`config.mk`:
```
export PLATFORM = sky130hd
export DESIGN_NAME = frame_bank_arbiter
export DESIGN_NICKNAME = d
export VERILOG_FILES = /design/src/rtl/frame_bank_arbiter.sv
export SDC_FILE = /design/constraint.sdc
export NUM_CORES = 1
export LEC_CHECK = 0
export BUFFER_PORTS_ARGS = -buffer_cell sky130_fd_sc_hd__buf_2
export CAP_MARGIN = 25
export CELL_PAD_IN_SITES_DETAIL_PLACEMENT = 0
export CELL_PAD_IN_SITES_GLOBAL_PLACEMENT = 1
export CORE_MARGIN = 10
export CORE_UTILIZATION = 37
export DETAILED_ROUTE_END_ITERATION = 16
export GPL_ROUTABILITY_DRIVEN = 0
export HOLD_SLACK_MARGIN = 0.15
export PLACE_DENSITY = 0.88
export SETUP_SLACK_MARGIN = 0.2
export SLEW_MARGIN = 0
export SYNTH_ARGS = -nofsm -noshare
export SYNTH_HDL_FRONTEND = slang
export SYNTH_SLANG_ARGS = --single-unit
```
`constraint.sdc`:
```
create_clock -name ddr_clk -period 3.6 [get_ports ddr_clk]
set_input_delay 0.36 -clock ddr_clk [delete_from_list [all_inputs] [get_ports ddr_clk]]
set_output_delay 0.36 -clock ddr_clk [all_outputs]
set_load 0.03 [all_outputs]
```
`src/rtl/frame_bank_arbiter.sv`:
```
`default_nettype none
// ==========================================================================
// frame_bank_arbiter : DDR frame-buffer bank manager (1..4 banks)
// Rev 1.0
// ==========================================================================
module frame_bank_arbiter #(
  parameter int                FB_NUM         = 3,
  parameter int                MAX_VID_WIDTH  = 1920,
  parameter int                MAX_VID_HIGHT  = 1080,
  parameter int                VID_DATA_WIDTH = 16,
  parameter logic [63:0]       START_ADDR     = 64'd0,
  parameter logic [63:0]       FRAME_GUARD    = 64'h200,
  parameter int                ADDR_WIDTH     = 32
) (
  input  logic                  ddr_clk,
  input  logic                  rst,
  input  logic                  wr_sw,
  input  logic                  rd_sw,
  input  logic                  clr_cnt,
  output logic                  wr_sw_ack,
  output logic                  rd_sw_ack,
  output logic [1:0]            wr_bank,
  output logic [1:0]            rd_bank,
  output logic [ADDR_WIDTH-1:0] wr_start_addr,
  output logic [ADDR_WIDTH-1:0] rd_start_addr,
  output logic                  frame_valid,
  output logic [15:0]           drop_cnt,
  output logic [15:0]           repeat_cnt
);

  localparam logic [63:0] FRAME_LEN = 64'(MAX_VID_WIDTH) * 64'(MAX_VID_HIGHT)
                                    * 64'(VID_DATA_WIDTH) / 64'd8 + FRAME_GUARD;
  localparam logic [1:0]  RD_RST    = (FB_NUM == 1) ? 2'd0 : 2'd1;

  if (FB_NUM < 1 || FB_NUM > 4) begin : g_bad_fb_num
    $error("frame_bank_arbiter: FB_NUM must be in 1..4");
  end

  function automatic logic [ADDR_WIDTH-1:0] bank_base(input logic [1:0] b);
    logic [63:0] base;
    base = START_ADDR + 64'(b) * FRAME_LEN;
    return base[ADDR_WIDTH-1:0];
  endfunction

  logic                  wr_sw_d1_q, rd_sw_d1_q;
  logic [1:0]            wr_bank_q, wr_bank_d;
  logic [1:0]            rd_bank_q, rd_bank_d;
  logic [ADDR_WIDTH-1:0] wr_addr_q, rd_addr_q;
  logic                  wr_ack_q, wr_ack_d;
  logic                  rd_ack_q, rd_ack_d;
  logic                  frame_valid_q, frame_valid_d;
  logic                  rdy_vld_q, rdy_vld_d;
  logic [1:0]            rdy_bank_q, rdy_bank_d;
  logic                  wr_pend_q, wr_pend_d;
  logic                  rd_pend_q, rd_pend_d;
  logic [15:0]           drop_q, repeat_q;
  logic                  wr_evt, rd_evt, drop_inc, repeat_inc;

  assign wr_evt = wr_sw & ~wr_sw_d1_q;
  assign rd_evt = rd_sw & ~rd_sw_d1_q;

  // For 3..4 banks the writer/reader/ready indices encode the per-bank state;
  // any bank not referenced by them is FREE.
  always_comb begin
    wr_bank_d     = wr_bank_q;
    rd_bank_d     = rd_bank_q;
    rdy_vld_d     = rdy_vld_q;
    rdy_bank_d    = rdy_bank_q;
    wr_pend_d     = wr_pend_q;
    rd_pend_d     = rd_pend_q;
    wr_ack_d      = 1'b0;
    rd_ack_d      = 1'b0;
    frame_valid_d = 1'b0;
    drop_inc      = 1'b0;
    repeat_inc    = 1'b0;
    if (FB_NUM == 1) begin
      wr_ack_d = wr_evt;
      rd_ack_d = rd_evt;
    end else if (FB_NUM == 2) begin
      drop_inc   = wr_evt & wr_pend_q;
      repeat_inc = rd_evt & rd_pend_q;
      if ((wr_pend_q | wr_evt) & (rd_pend_q | rd_evt)) begin
        wr_bank_d = rd_bank_q;
        rd_bank_d = wr_bank_q;
        wr_ack_d  = 1'b1;
        rd_ack_d  = 1'b1;
        wr_pend_d = 1'b0;
        rd_pend_d = 1'b0;
      end else begin
        wr_pend_d = wr_pend_q | wr_evt;
        rd_pend_d = rd_pend_q | rd_evt;
      end
      frame_valid_d = wr_pend_d;
    end else begin
      // Write completion first so a same-cycle read gets the fresh frame.
      if (wr_evt) begin
        drop_inc   = rdy_vld_q;
        rdy_vld_d  = 1'b1;
        rdy_bank_d = wr_bank_q;
      end
      if (rd_evt) begin
        if (rdy_vld_d) begin
          rd_bank_d = rdy_bank_d;
          rdy_vld_d = 1'b0;
        end else begin
          repeat_inc = 1'b1;
        end
      end
      if (wr_evt) begin
        for (int i = FB_NUM - 1; i >= 0; i--) begin
          if (2'(i) != rd_bank_d && !(rdy_vld_d && 2'(i) == rdy_bank_d))
            wr_bank_d = 2'(i);
        end
      end
      wr_ack_d      = wr_evt;
      rd_ack_d      = rd_evt;
      frame_valid_d = rdy_vld_d;
    end
  end

  always_ff @(posedge ddr_clk or posedge rst) begin
    if (rst) begin
      wr_sw_d1_q    <= 1'b1;
      rd_sw_d1_q    <= 1'b1;
      wr_bank_q     <= 2'd0;
      rd_bank_q     <= RD_RST;
      wr_addr_q     <= bank_base(2'd0);
      rd_addr_q     <= bank_base(RD_RST);
      wr_ack_q      <= 1'b0;
      rd_ack_q      <= 1'b0;
      frame_valid_q <= 1'b0;
      rdy_vld_q     <= 1'b0;
      rdy_bank_q    <= 2'd0;
      wr_pend_q     <= 1'b0;
      rd_pend_q     <= 1'b0;
    end else begin
      wr_sw_d1_q    <= wr_sw;
      rd_sw_d1_q    <= rd_sw;
      wr_bank_q     <= wr_bank_d;
      rd_bank_q     <= rd_bank_d;
      wr_addr_q     <= bank_base(wr_bank_d);
      rd_addr_q     <= bank_base(rd_bank_d);
      wr_ack_q      <= wr_ack_d;
      rd_ack_q      <= rd_ack_d;
      frame_valid_q <= frame_valid_d;
      rdy_vld_q     <= rdy_vld_d;
      rdy_bank_q    <= rdy_bank_d;
      wr_pend_q     <= wr_pend_d;
      rd_pend_q     <= rd_pend_d;
    end
  end

  // Saturating counters; clear wins over increment.
  always_ff @(posedge ddr_clk or posedge rst) begin
    if (rst) begin
      drop_q   <= 16'd0;
      repeat_q <= 16'd0;
    end else if (clr_cnt) begin
      drop_q   <= 16'd0;
      repeat_q <= 16'd0;
    end else begin
      if (drop_inc && drop_q != 16'hFFFF)
        drop_q <= drop_q + 16'd1;
      if (repeat_inc && repeat_q != 16'hFFFF)
        repeat_q <= repeat_q + 16'd1;
    end
  end

  assign wr_sw_ack     = wr_ack_q;
  assign rd_sw_ack     = rd_ack_q;
  assign wr_bank       = wr_bank_q;
  assign rd_bank       = rd_bank_q;
  assign wr_start_addr = wr_addr_q;
  assign rd_start_addr = rd_addr_q;
  assign frame_valid   = frame_valid_q;
  assign drop_cnt      = drop_q;
  assign repeat_cnt    = repeat_q;

endmodule
`default_nettype wire

```
# Yosys cells after proc, flatten, opt, wreduce, memory -nomap -nowiden
# Index checks and enable logic that the tools add are counted.
[word_totals]
wordCells = 57
inputBits = 5
regBits = 73
output_inout_bits = 103
[op_classes]
n_mul = 2
n_addsub = 2
reduce_logical = 15
n_eq_ne = 6
n_mux = 16
n_bitwise = 4
[ops]
columns = ["cell", "n"]
rows = [
  ["$mux 16", 4],
  ["$add 16x1->16 const B", 2],
  ["$ne 16x16->1 const B", 2],
  ["$mul 2x13->15 const B", 2],
  ["$mux 2", 7],
  ["$logic_and 1x1->1", 8],
  ["$reduce_bool 2->1", 3],
  ["$mux 1", 5],
  ["$logic_not 1->1", 3],
  ["$and 1x1->1", 2],
  ["$eq 1x2->1 const A", 1],
  ["$eq 2x2->1 const A", 1],
  ["$logic_not 2->1", 1],
  ["$ne 1x2->1 const A", 1],
  ["$ne 2x2->1 const A", 1],
  ["$not 1->1", 2],
]

# Longest topological paths before layout
# Gate-level depths: netlist (run 1).
[logic_depth]
word_depth = 12
ltp_mapped = 13
mapped_depth_nobuf = 13

# Worst setup path after synthesis (run 1)
# No wires, ideal clock.
[synth_path]
path_type = "register to register"
from = "reg wr_sw_d1_q"
to = "reg wr_addr_q[17] (netlist: wr_start_addr[17])"
t_required_ns = 3.474
setup_slack_ns = 0.989
t_arrival_ns = 2.485
period_less_slack_ns = 2.611
path_stages_with_launch = 13
cell_sequence = "dfstp_2 nand2b_2 inv_2 o21ai_0 nand2_1 o21a_1 inv_1 ha_1 o21bai_1 and3_1 a31o_2 a41oi_1 ha_1"
[synth_between]
elab_chain_cells = 12
word_cells_on_any_way = 27
cone_classes = "mul (1); eq/ne (4); mux (9); bitwise (2); reduce/logical (11)"
[synth_rtl]
columns = ["item", "line", "text"]
rows = [
  ["start, declared", "45", "logic wr_sw_d1_q, rd_sw_d1_q;"],
  ["start signal, assigned", "137", "wr_sw_d1_q <= wr_sw;"],
  ["$not 1->1 *", "59", "assign wr_evt = wr_sw & ~wr_sw_d1_q;"],
  ["$and 1x1->1 *", "59", ""],
  ["via wr_ack_d", "49", "logic wr_ack_q, wr_ack_d;"],
  ["$mux 2 / $mux 1 (equally long branches)", "96", "if (wr_evt) begin"],
  ["$mux 2 *", "102", "if (rdy_vld_d) begin"],
  ["$mux 2 *", "101", "if (rd_evt) begin"],
  ["via rd_bank_d[0]", "47", "logic [1:0] rd_bank_q, rd_bank_d;"],
  ["$ne 2x2->1", "111", "if (2'(i) != rd_bank_d && !(rdy_vld_d && 2'(i) == rdy_bank_d))"],
  ["$logic_and 1x1->1", "111", ""],
  ["$mux 2 (2 in series)", "111", ""],
  ["$mux 2 *", "111", ""],
  ["$mux 2 *", "109", "if (wr_evt) begin"],
  ["$mul 2x13->15 *", "41", "base = START_ADDR + 64'(b) * FRAME_LEN;"],
  ["end signal, assigned", "127", "wr_addr_q <= bank_base(2'd0);"],
  ["end signal, assigned", "141", "wr_addr_q <= bank_base(wr_bank_d);"],
  ["end, declared", "48", "logic [ADDR_WIDTH-1:0] wr_addr_q, rd_addr_q;"],
]
# Mark *: on every way through the listed nets, which the timed path passes. The rest lies on a longest branch.
# A chain may end at the register's enable or synchronous reset.

# Final worst setup path (run 1)
[layout_path]
from = "in rd_sw"
to = "reg wr_addr_q[17] (netlist: wr_start_addr[17])"
[layout_between]
word_cells_on_any_way = 20
cone_classes = "mul (1); eq/ne (2); mux (6); bitwise (1); reduce/logical (10)"
[layout_rtl]
columns = ["item", "line", "text"]
rows = [
  ["start, declared", "18", "input logic rd_sw,"],
  ["$and 1x1->1 *", "60", "assign rd_evt = rd_sw & ~rd_sw_d1_q;"],
  ["via rd_ack_d", "50", "logic rd_ack_q, rd_ack_d;"],
  ["$mux 2 *", "101", ""],
  ["via rd_bank_d[0]", "47", ""],
  ["$ne 2x2->1", "111", ""],
  ["$logic_and 1x1->1", "111", ""],
  ["$mux 2 (2 in series)", "111", ""],
  ["$mux 2 *", "111", ""],
  ["$mux 2 *", "109", ""],
  ["$mul 2x13->15 *", "41", ""],
]
# Marked as above.

==> out/metrics.cfg, run 1 <==
[clock_tree]
cts-buffers-inserted=5
cts-root-buf=clkbuf_8
cts-htree-levels=2
post_cts_resize_count=0
number_of_clock_sinks_seen_by_cts=51
cts_buffer_depth=2
post_cts.repair.setup_buffers=0
clock_latency_ns=0.30
cts_tree=yes
clk_pin_slew_ns=0.09

[global_routing]
grt_first_pass_wirelength_um=10400
grt_most_used_layer=met2
gr-usage-all-layers_pct=10.6
globalRouteMet2Util_pct=17.7
overflow=0
antenna_found_initial=0
vias_in_the_first_global_route=2150
grt_max_degree=33
grt.met1_usage_pct=12.4
gr_util_met3_pct=3.60

[timing]
worst_margin_slew_ns=0.702
report.final.setup_viol=0
finalHoldViolCount=0
clock-skew-final_ns=0.00497
slew_viol_final=0
minimum_clock_period_after_layout_ns=2.87
relSlewSlack_pct=52.8
max_freq_ghz=0.348
fin_crit_sh_pct=79.7
setup-tns-final_ns=0
rsz0062_at_grt=no

[floorplan]
core_um2=7730
start_util_pct=38.0
placement_rows=32
chipWidth_um=109
die_y_um=109
top_level_ports=108
die-area_um2=11900

[place]
dpl.hpwl_um=4870
post_dp_cell_area_um2=3130
port_buffers=71

[pwr]
power_switching_share_pct=44.5
p_clk_share_pct=20.0
internal_power_mw=1.02
cellPowerDensity_nw_per_um2=565
ir_worst_vdd_mv=0.373
power.switching_mw=0.817
sequentialPowerShare_pct=38.8
share_of_power_burned_in_combinational_logic_pct=41.2
leakage_power_summed_over_all_cells_nw=1.64

[layout]
nNetsFinal=373
area_growth_syn_to_layout_pct=10.8
final_layout_size_suffix_gt1_share_pct=25.9
final_area_um2=3250
final_util_pct=42.1
diodes=0

[setup_path]
worstPathRequired_ns=3.79
critPathTopFamily=compound AO/OA/AOI/OAI gates
worst_path_largest_cell_delay_ns=0.53
reg2reg_to=wr_start_addr[17]$_DFF_PP0_
ff2ff_setup_slack_ns=0.75
worst-path-max-fanout=4
start_kind=input port
reg2reg_depth=12
cp_slowest_cell=dlygate4sd3_1
critical_path_arrival_ns=3.06
path_cells=dlygate4sd3_1 -> buf_2 -> nand2b_1 -> inv_1 -> o21ai_0 -> nand2_1 -> o21a_1 -> inv_1 -> ha_1 -> o21bai_1 -> and3_1 -> a31o_2 -> a41oi_1 -> ha_1
path_class=input port to flop
crit_buf_inv=4
end_kind=flop
r2r-start=wr_sw_d1_q$_DFF_PP1_

[yosys]
synth.distinct_cells=43
synth_seq_cells=51
post_synth_xor_area_fraction_pct=6.86
synth-adder-area-share_pct=4.26
synth_area_leader_cell=dfrtp_1
syn-instance-count=303
yosysWarningCount=0
synth_compound_area_share_pct=7.33
synth-simple-area-share_pct=19.9
yosysSeqAreaShare_pct=43.7
syn-mean-instance-area_um2=9.69
synth.top_cell.area_share_pct=39.2
syn-cell-area_um2=2940
synth_top_family_by_area=simple AND/OR/NAND/NOR gates
yosys-top-cells-area=dfrtp_1 (39%), buf_4 (14%), dfstp_2 (4.5%)
synth_mux_area_share_pct=1.36

[route]
routed_via_density=4.72
dr_total_vias=2176
drt_first_pass_iters=4
drc=0
drtAntennaViolNets=0
postRouteWirelength_um=6400
wl_per_cell_um=13.9
drt_first_iter_violations=88

[run_status]
outcome=finished, final reports clean

[hold_path]
hold_start=wr_sw
instance_count_along_the_most_critical_hold_path=1
hold_path_end=wr_sw_d1_q$_DFF_PP1_
hold_path_class=input port to flop

[job]
cap_violations=0

synth_stat cells, drive strengths merged:
library cell	n
nor3b	1
a21oi	7
and2	3
nand3	11
and4bb	1
nand2	17
a31o	1
nand2b	2
o2111ai	2
nor2	30
nor3	7
and3	8
ha	10
mux2i	4
o21a	3
nand4	13
o311ai	1
nand3b	1
xor2	12
or4	2
clkbuf	4
inv	11
or3	3
and4	5
o211ai	1
a21boi	1
o31ai	2
o21ai	11
nor4	5
a41oi	1
dfstp	5
conb	1
o21bai	2
dfrtp	46
buf	57
a41o	1
xnor2	11
power groups by stage:
stage	Sequential (mW)	Combinational, mW	Clock [mW]
3_5_place_dp	0.723	0.767	0
4_1_cts	0.715	0.770	0.385
5_1_grt	0.725	0.819	0.406
3_3_place_gp	0.723	0.759	0
6_report	0.712	0.757	0.368
2_1_floorplan	0.843	0.590	0
final cells by class:
| type | count | area, um^2 |
|---|---|---|
| well taps | 102 | 128 |
| multi-input cells | 215 | 1300 |
| fillers | 773 | 4470 |
| inverters | 11 | 41.3 |
| clock buffers | 7 | 96.3 |
| repair buffers | 74 | 395 |
| clock inverters | 1 | 7.51 |
| flip-flops and latches | 51 | 1280 |
per-layer routing:
metal	wire [um]	up-vias
met3	482	7
met2	3060	63
met5	0	-
li1	-	1062
met1	2800	1044
met4	60	0
placed cells by master, fill, tap and decap left out, types with 4 or more instances in the layout:
cell type   n
mux2i_1     4
ha_1       10
xor2_1     12
nand4_1    13
nor2_1     30
dfrtp_1    46
and4_1      5
xnor2_1    11
o21ai_0    10
and3_1      8
nor3_1      6
nor4_1      4
nand3_1    11
a21oi_1     7
clkbuf_8    7
conb_1     36
inv_1       9
dfstp_2     5
buf_2      71
nand2_1    17
through the flow:
stage	power, mW	worst slack [ns]	instances	hold slack, ns
finish	1.84	0.730	461	0.179
global route	1.95	0.417	461	0.157
CTS	1.87	0.723	460	0.157
detailed placement	1.49	0.749	451	0.391
global placement	1.48	0.853	450	0.482
floorplan	1.43	0.989	338	0.364
what timing repair did:
item	CTS	global route
endpoints found under the hold margin	14	1
setup endpoints to repair	0	0
hold buffers	1	1
worst max path at each step:
stage | from | to | slack [ns] | cells past startpoint
after global routing | wr_sw_d1_q$_DFF_PP1_ | wr_start_addr[17]$_DFF_PP0_ | 0.42 | 12
after global placement | wr_sw_d1_q$_DFF_PP1_ | wr_start_addr[17]$_DFF_PP0_ | 0.85 | 12
final | rd_sw | wr_start_addr[17]$_DFF_PP0_ | 0.73 | 14
after detailed placement | wr_sw_d1_q$_DFF_PP1_ | wr_start_addr[17]$_DFF_PP0_ | 0.75 | 12
after CTS | wr_sw_d1_q$_DFF_PP1_ | wr_start_addr[17]$_DFF_PP0_ | 0.72 | 12
after floorplan | wr_sw_d1_q$_DFF_PP1_ | wr_start_addr[17]$_DFF_PP0_ | 0.99 | 12
kinds of logic (layout without fill, tap and decap cells):
| group | after synthesis | after routing |
|---|---|---|
| other | 1 | 36 |
| muxes | 4 | 4 |
| DFF | 51 | 51 |
| and+or+nand+nor | 109 | 109 |
| xor gates and xnor gates | 23 | 23 |
| adders and majority gates | 10 | 10 |
| buffers and inverters | 72 | 93 |
| AOI/OAI and AO/OA | 33 | 33 |
state kept, by name, indices dropped and copies added, names as in the netlist:
| register | cells |
|---|---|
| drop_cnt | 16 |
| rd_start_addr | 5 |
| wr_sw_d1_q | 1 |
| wr_sw_ack | 1 |
| wr_start_addr | 5 |
| rd_sw_ack | 1 |
| rd_sw_d1_q | 1 |
| rd_bank | 1 |
| repeat_cnt | 16 |
| wr_bank | 1 |
| rdy_bank_q | 2 |
| rdy_vld_q | 1 |
worst reg2reg max path, delay by kind of cell (launching register included):
kind	cells	cell delay, ns
compound gates	5	1.07
flops	1	0.53
fa+ha+maj	2	0.48
simple gates	3	0.46
buf+inv	2	0.21
Power figures use the tool's default switching activity.
==> run 2, diff against run 1 <==
==> constraint.sdc (replaced) <==
create_clock -name ddr_clk -period 2.69 [get_ports ddr_clk]
set_input_delay 0.269 -clock ddr_clk [delete_from_list [all_inputs] [get_ports ddr_clk]]
set_output_delay 0.269 -clock ddr_clk [all_outputs]
set_load 0.03 [all_outputs]
==> run 2 against run 1 <==
Against the previous run: global-route usage is 0.59 points higher; core utilization is 3.0 points higher; critical path depth is 4 lower; clock skew is 0.0026 ns higher; first-iteration DRC count is 42% lower; design area is 7.2% higher; power is 45% higher; wire length is 8.9% higher; sequential power is 36% higher; setup slack worse by 0.50 ns; final cell count is 3.3% higher; register-to-register slack worse by 0.52 ns; largest cell class unchanged; highest routed layer unchanged.
==> out/metrics.cfg, run 2 (synthesized netlist as in run 1, its figures left out) <==
[timing]
fin_crit_sh_pct=91.5
relSlewSlack_pct=52.3  ; -0.52 points
whs_ns=0.373  ; +0.194 ns
final_critical_path_setup_slack_ns=0.228  ; -0.503 ns
report.final.setup_viol=0  ; unchanged
finalHoldViolCount=0  ; unchanged
minimum_clock_period_after_layout_ns=2.46
max_freq_ghz=0.406
rsz0062_at_grt=yes
clock-skew-final_ns=0.00758  ; +0.00261 ns
slew_viol_final=0  ; unchanged
worst_margin_slew_ns=0.710  ; +0.00769 ns

[route]
drt_first_pass_iters=4  ; unchanged
postRouteWirelength_um=6970  ; +8.9%
drc=0  ; unchanged
wl_per_cell_um=14.6  ; +5.5%
drt_first_iter_violations=51  ; -42%
routed_via_density=4.68  ; -0.75%
dr_total_vias=2230  ; +2.5%
drtAntennaViolNets=0  ; unchanged

[clock_tree]
cts-buffers-inserted=5  ; unchanged
clock_latency_ns=0.30  ; about the same
clk_pin_slew_ns=0.10  ; about the same
cts_buffer_depth=2  ; unchanged
number_of_clock_sinks_seen_by_cts=51  ; unchanged
cts-htree-levels=2  ; unchanged
cts-root-buf=clkbuf_8
cts_tree=yes

[setup_path]
cp_slowest_cell=dfstp_2
cp-startpoint=wr_sw_d1_q$_DFF_PP1_
worstPathRequired_ns=2.88  ; -0.91 ns
r2r-start=wr_sw_d1_q$_DFF_PP1_
worst_path_largest_cell_delay_ns=0.54  ; about the same
path_class=flop to flop
worst-path-max-fanout=3  ; -1
end_kind=flop
path_cells=nand2b_4 -> buf_6 -> mux2i_4 -> o21a_4 -> ha_4 -> o21bai_4 -> and3_4 -> a31o_4 -> a41oi_2 -> ha_1
start_kind=flop
crit_buf_inv=1  ; -3
critical_path_arrival_ns=2.65  ; -0.41 ns
critPathTopFamily=compound AO/OA/AOI/OAI gates

[global_routing]
grt_max_degree=33  ; unchanged
grt_most_used_layer=met2
overflow=0  ; unchanged
gr_util_met3_pct=3.36  ; -0.24 points
grt_first_pass_wirelength_um=11000  ; +6.0%
gr-usage-all-layers_pct=11.1  ; +0.59 points
vias_in_the_first_global_route=2264  ; +5.3%
antenna_found_initial=0  ; unchanged
globalRouteMet2Util_pct=20.1  ; +2.4 points
grt.met1_usage_pct=12.4  ; +0.017 points

[pwr]
leakage_power_summed_over_all_cells_nw=1.72  ; +4.7%
internal_power_mw=1.47  ; +44%
finalPower_mw=2.66  ; +45%
sequentialPowerShare_pct=36.3  ; -2.5 points
p_clk_share_pct=17.5  ; -2.5 points
cellPowerDensity_nw_per_um2=764  ; +35%
power.switching_mw=1.20  ; +46%
ir_worst_vdd_mv=0.561  ; +50%
power_switching_share_pct=44.9  ; +0.39 points
share_of_power_burned_in_combinational_logic_pct=46.2  ; +5.0 points

[hold_path]
hold_path_class=input port to flop
hold_start=rd_sw

[floorplan]
top_level_ports=108  ; unchanged
die_y_um=109  ; unchanged
core_um2=7730  ; unchanged
chipWidth_um=109  ; unchanged
placement_rows=32  ; unchanged
start_util_pct=38.0  ; unchanged
die-area_um2=11900  ; unchanged

[layout]
final_util_pct=45.1  ; +3.0 points
final_cells=476  ; +3.3%
diodes=0  ; unchanged
mostFrequentLayoutCell=buf_2
seqCellArea_um2=1280  ; unchanged
fill_cells=769  ; -0.52%
area_growth_syn_to_layout_pct=18.8
nNetsFinal=388  ; +4.0%
final_layout_size_suffix_gt1_share_pct=32.6  ; +6.7 points
multi_input_comb_area_um2=1430  ; +9.8%
final_cell_mix=buf_2 (71), dfrtp_1 (46), conb_1 (36), nor2_1 (30), nand2_1 (16)

[job]
cap_violations=0  ; unchanged

[place]
pre_cts_slack_ns=-0.101  ; -0.850 ns
placed_cells=454  ; +0.67%
dpl.hpwl_um=5010  ; +2.9%
port_buffers=71  ; unchanged

[run_status]
outcome=finished, final reports clean

run 2: cell types whose count changed in the layout (fill, tap and decap cells not counted), sizes merged:
cell         change
buf             +14
dlygate4sd3      +1
clkinv           +1
clkbuf           -1
run 2: layout make-up:
class | count | area share, %
repair buffers | 89 | 14.4
clock inverters | 2 | 0.466
flip-flops and latches | 51 | 36.8
clock buffers | 6 | 2.37
well taps | 102 | 3.66
inverters | 11 | 1.33
multi-input cells | 215 | 41.0
run 2: worst min-delay path, cell delays in order:
cell and delay, ns:
buf_2 0.10, nand2b_1 0.11, inv_1 0.13
run 2: through the flow:
stage          area (um^2)  TNS, ns
2_1_floorplan         3070        0
3_3_place_gp          3140        0
3_5_place_dp          3140   -0.101
4_1_cts               3360        0
5_1_grt               3490        0
6_report              3490        0
run 2: final timing paths:
check / end / depth (start not counted) / slack (ns)
hold reg to reg: rdy_bank_q[0]$_DFF_PP0_ / 2 / 0.55
hold / removal: rd_sw_ack$_DFF_PP0_ / 3 / 0.37
setup reg to reg: wr_start_addr[17]$_DFF_PP0_ / 10 / 0.23
setup / recovery: wr_start_addr[17]$_DFF_PP0_ / 10 / 0.23
min in group asynchronous: wr_start_addr[17]$_DFF_PP0_ / 3 / 0.56
max in group asynchronous: repeat_cnt[9]$_DFFE_PP0P_ / 4 / 1.37
run 2: power by group through the flow:
| stage | Sequential, mW | Combinational, mW | Clock (mW) |
|---|---|---|---|
| after global placement | 0.966 | 1.02 | 0 |
| after global routing | 0.985 | 1.31 | 0.516 |
| final | 0.968 | 1.23 | 0.465 |
| after floorplan | 1.13 | 0.790 | 0 |
| after CTS | 0.960 | 1.12 | 0.491 |
| after detailed placement | 0.968 | 1.04 | 0 |
run 2: timing repair:
action / in CTS / in global routing
resized for setup: 16 / 14
buffers inserted: 4 / 7
endpoints found under the setup margin: 4 / 4
hold buffers: 3 / 0
pin swaps: 4 / 8
endpoints found under the hold margin: 22 / 0
run 2: routing by layer:
metal	vias up	wire length (um)	part of all wire (%)
met5	-	0	0
met4	0	90	1.3
met3	9	475	6.8
li1	1086	-	-
met1	1074	2830	41
met2	61	3580	51
==> run 3, diff against run 2 <==
--- a/config.mk
+++ b/config.mk
@@ -7,14 +7,15 @@
 export LEC_CHECK = 0
 export BUFFER_PORTS_ARGS = -buffer_cell sky130_fd_sc_hd__buf_2
 export CAP_MARGIN = 25
-export CELL_PAD_IN_SITES_DETAIL_PLACEMENT = 0
-export CELL_PAD_IN_SITES_GLOBAL_PLACEMENT = 1
+export CELL_PAD_IN_SITES_DETAIL_PLACEMENT = 2
+export CELL_PAD_IN_SITES_GLOBAL_PLACEMENT = 2
+export CORE_ASPECT_RATIO = 0.7
 export CORE_MARGIN = 10
-export CORE_UTILIZATION = 37
+export CORE_UTILIZATION = 29
 export DETAILED_ROUTE_END_ITERATION = 16
 export GPL_ROUTABILITY_DRIVEN = 0
 export HOLD_SLACK_MARGIN = 0.15
-export PLACE_DENSITY = 0.88
+export PLACE_DENSITY = 0.87
 export SETUP_SLACK_MARGIN = 0.2
 export SLEW_MARGIN = 0
 export SYNTH_ARGS = -nofsm -noshare
==> run 3 against run 2 <==
Against the previous run: maximum frequency down 2.0%; clock power up 39%; power is 12% higher; register-to-register slack got worse by 0.05 ns; critical path depth grew 3; core utilization fell by 8.3 points; design area increased by 3.5%; clock skew is essentially flat; via count grew 4.9%; largest power group unchanged.
==> out/metrics.cfg, run 3 (synthesized netlist as in run 1, its figures left out) <==
[clock_tree]
cts_tree=yes
cts-htree-levels=2  ; unchanged
cts_buffer_depth=2  ; unchanged
clk_pin_slew_ns=0.08  ; -0.02 ns
clock_latency_ns=0.29  ; about the same
cts-root-buf=clkbuf_16
cts-buffers-inserted=5  ; unchanged
number_of_clock_sinks_seen_by_cts=51  ; unchanged

[setup_path]
end_kind=flop
reg2reg_to=wr_start_addr[22]$_DFF_PP0_
start_kind=flop
path_class=flop to flop
worstPathRequired_ns=2.88  ; about the same
worst_path_largest_cell_delay_ns=0.53  ; about the same
critical-path-top-cell-by-count=buf_4
path_cells=nand2b_4 -> inv_6 -> o21ai_4 -> buf_4 -> o21a_4 -> inv_4 -> ha_4 -> o21bai_4 -> and3_4 -> a31o_4 -> a41oi_2 -> buf_4 -> ha_1
worst-path-max-fanout=6  ; +3
critical_path_arrival_ns=2.70  ; +0.05 ns
cp_slowest_cell=dfstp_2
reg2reg_depth=13  ; +3
r2r-start=wr_sw_d1_q$_DFF_PP1_
ff2ff_setup_slack_ns=0.18  ; -0.05 ns

[layout]
area_growth_syn_to_layout_pct=22.9
diodes=0  ; unchanged
nNetsFinal=390  ; +0.52%
final_cell_mix=buf_2 (71), dfrtp_1 (46), conb_1 (36), nor2_1 (30)
fill_cells=1101  ; +43%
final_layout_size_suffix_gt1_share_pct=33.5  ; +0.89 points
final_area_um2=3610  ; +3.5%
final_cells=504  ; +5.9%
mostFrequentLayoutCell=buf_2

[place]
port_buffers=71  ; unchanged
post_dp_cell_area_um2=3180  ; +1.3%
pre_cts_slack_ns=-0.105  ; -0.00328 ns
placed_cells=481  ; +5.9%
dpl.hpwl_um=6640  ; +33%

[route]
routed_via_density=4.64  ; -0.90%
wl_per_cell_um=19.0  ; +30%
drt_first_iter_violations=95  ; +86%
drtAntennaViolNets=0  ; unchanged
drc=0  ; unchanged
postRouteWirelength_um=9600  ; +38%
drt_first_pass_iters=4  ; unchanged
dr_total_vias=2340  ; +4.9%

[timing]
rsz0062_at_grt=yes
finalHoldViolCount=0  ; unchanged
slew_viol_final=0  ; unchanged
minimum_clock_period_after_layout_ns=2.51  ; +0.0504 ns
setup-tns-final_ns=0  ; unchanged
max_freq_ghz=0.398  ; -2.0%
report.final.setup_viol=0  ; unchanged
relSlewSlack_pct=48.9  ; -3.4 points
final_critical_path_setup_slack_ns=0.177  ; -0.0504 ns
worst_margin_slew_ns=0.761  ; +0.0510 ns
clock-skew-final_ns=0.00795  ; +0.000360 ns
fin_crit_sh_pct=93.4  ; +1.9 points

[job]
cap_violations=0  ; unchanged

[hold_path]
hold_path_end=wr_sw_ack$_DFF_PP0_
hold_path_class=input port to flop
hold_start=wr_sw
instance_count_along_the_most_critical_hold_path=3  ; unchanged

[floorplan]
core_um2=9800  ; +27%
start_util_pct=30.0  ; -8.0 points
die-area_um2=14600  ; +23%
placement_rows=30  ; -6.3%
chipWidth_um=140  ; +29%
die_y_um=104  ; -4.5%
top_level_ports=108  ; unchanged

[pwr]
ir_worst_vdd_mv=0.242  ; -57%
cellPowerDensity_nw_per_um2=827  ; +8.3%
leakage_power_summed_over_all_cells_nw=1.77  ; +2.7%

[global_routing]
overflow=0  ; unchanged
vias_in_the_first_global_route=2605  ; +15%
antenna_found_initial=0  ; unchanged
grt_first_pass_wirelength_um=14800  ; +34%
grt_max_degree=33  ; unchanged
gr-usage-all-layers_pct=12.0  ; +0.90 points

[run_status]
outcome=finished, final reports clean

[run 3: cell types whose count changed in the layout (fill, tap and decap cells not counted), sizes merged]
| cell | delta |
|---|---|
| buf | +2 |
| clkinvlp | +1 |
| clkbuf | -1 |
[run 3: final cells by class]
type / count / area, um^2 / share of cell area, %
clock buffers: 5 / 125 / 3.47
clock inverters: 3 / 20.0 / 0.555
inverters: 11 / 48.8 / 1.35
multi-input cells: 215 / 1450 / 40.2
flip-flops and latches: 51 / 1280 / 35.5
well taps: 128 / 160 / 4.44
repair buffers: 91 / 520 / 14.4
[run 3: critical path, delay by kind of cell (launching register included)]
kind                       cells  cell delay (ns)
and+or+nand+nor                2             0.40
buffers and inverters          4             0.43
DFF                            1             0.53
AOI/OAI and AO/OA              5             0.69
adders and majority gates      2             0.35
[run 3: how the worst max path moves through the flow]
stage	slack [ns]	endpoint	startpoint	cells past startpoint
2_1_floorplan	0.21	wr_start_addr[17]$_DFF_PP0_	wr_sw_d1_q$_DFF_PP1_	12
3_3_place_gp	0.1	wr_start_addr[17]$_DFF_PP0_	wr_sw_d1_q$_DFF_PP1_	12
3_5_place_dp	-0.10	wr_start_addr[17]$_DFF_PP0_	wr_sw_d1_q$_DFF_PP1_	12
4_1_cts	0.20	wr_start_addr[17]$_DFF_PP0_	wr_sw_d1_q$_DFF_PP1_	11
5_1_grt	0.06	wr_start_addr[22]$_DFF_PP0_	wr_sw_d1_q$_DFF_PP1_	13
6_report	0.18	wr_start_addr[22]$_DFF_PP0_	wr_sw_d1_q$_DFF_PP1_	13
[run 3: report_power, final]
group	total [mW]	switching [mW]	internal, mW
combinational	1.37	0.926	0.447
sequential	0.965	0.0863	0.879
clock	0.648	0.304	0.344
total	2.99	1.32	1.67
[run 3: per-stage QoR]
step | total power [mW] | utilization (%) | hold WS, ns
2_1_floorplan | 1.92 | - | 0.273
3_3_place_gp | 2.03 | 32.5 | 0.352
3_5_place_dp | 2.07 | 32.5 | 0.358
4_1_cts | 2.80 | 35.1 | 0.302
5_1_grt | 3.15 | 36.8 | 0.331
6_report | 2.99 | 36.8 | 0.324
[run 3: metal layers]
| layer | track usage, % | share of wire, % | up-vias |
|---|---|---|---|
| met5 | 0 | 0 | - |
| met4 | 1.54 | 0.61 | 0 |
| met3 | 4.15 | 6.2 | 7 |
| met2 | 20.6 | 50 | 60 |
| met1 | 14.6 | 43 | 1176 |
| li1 | - | - | 1097 |
[run 3: repair_timing]
action	CTS	global route
setup buffers	4	8
endpoints found under the setup margin	4	4
hold endpoints to repair	20	0
resized for setup	14	21
hold buffers	3	0
pin swaps	1	7
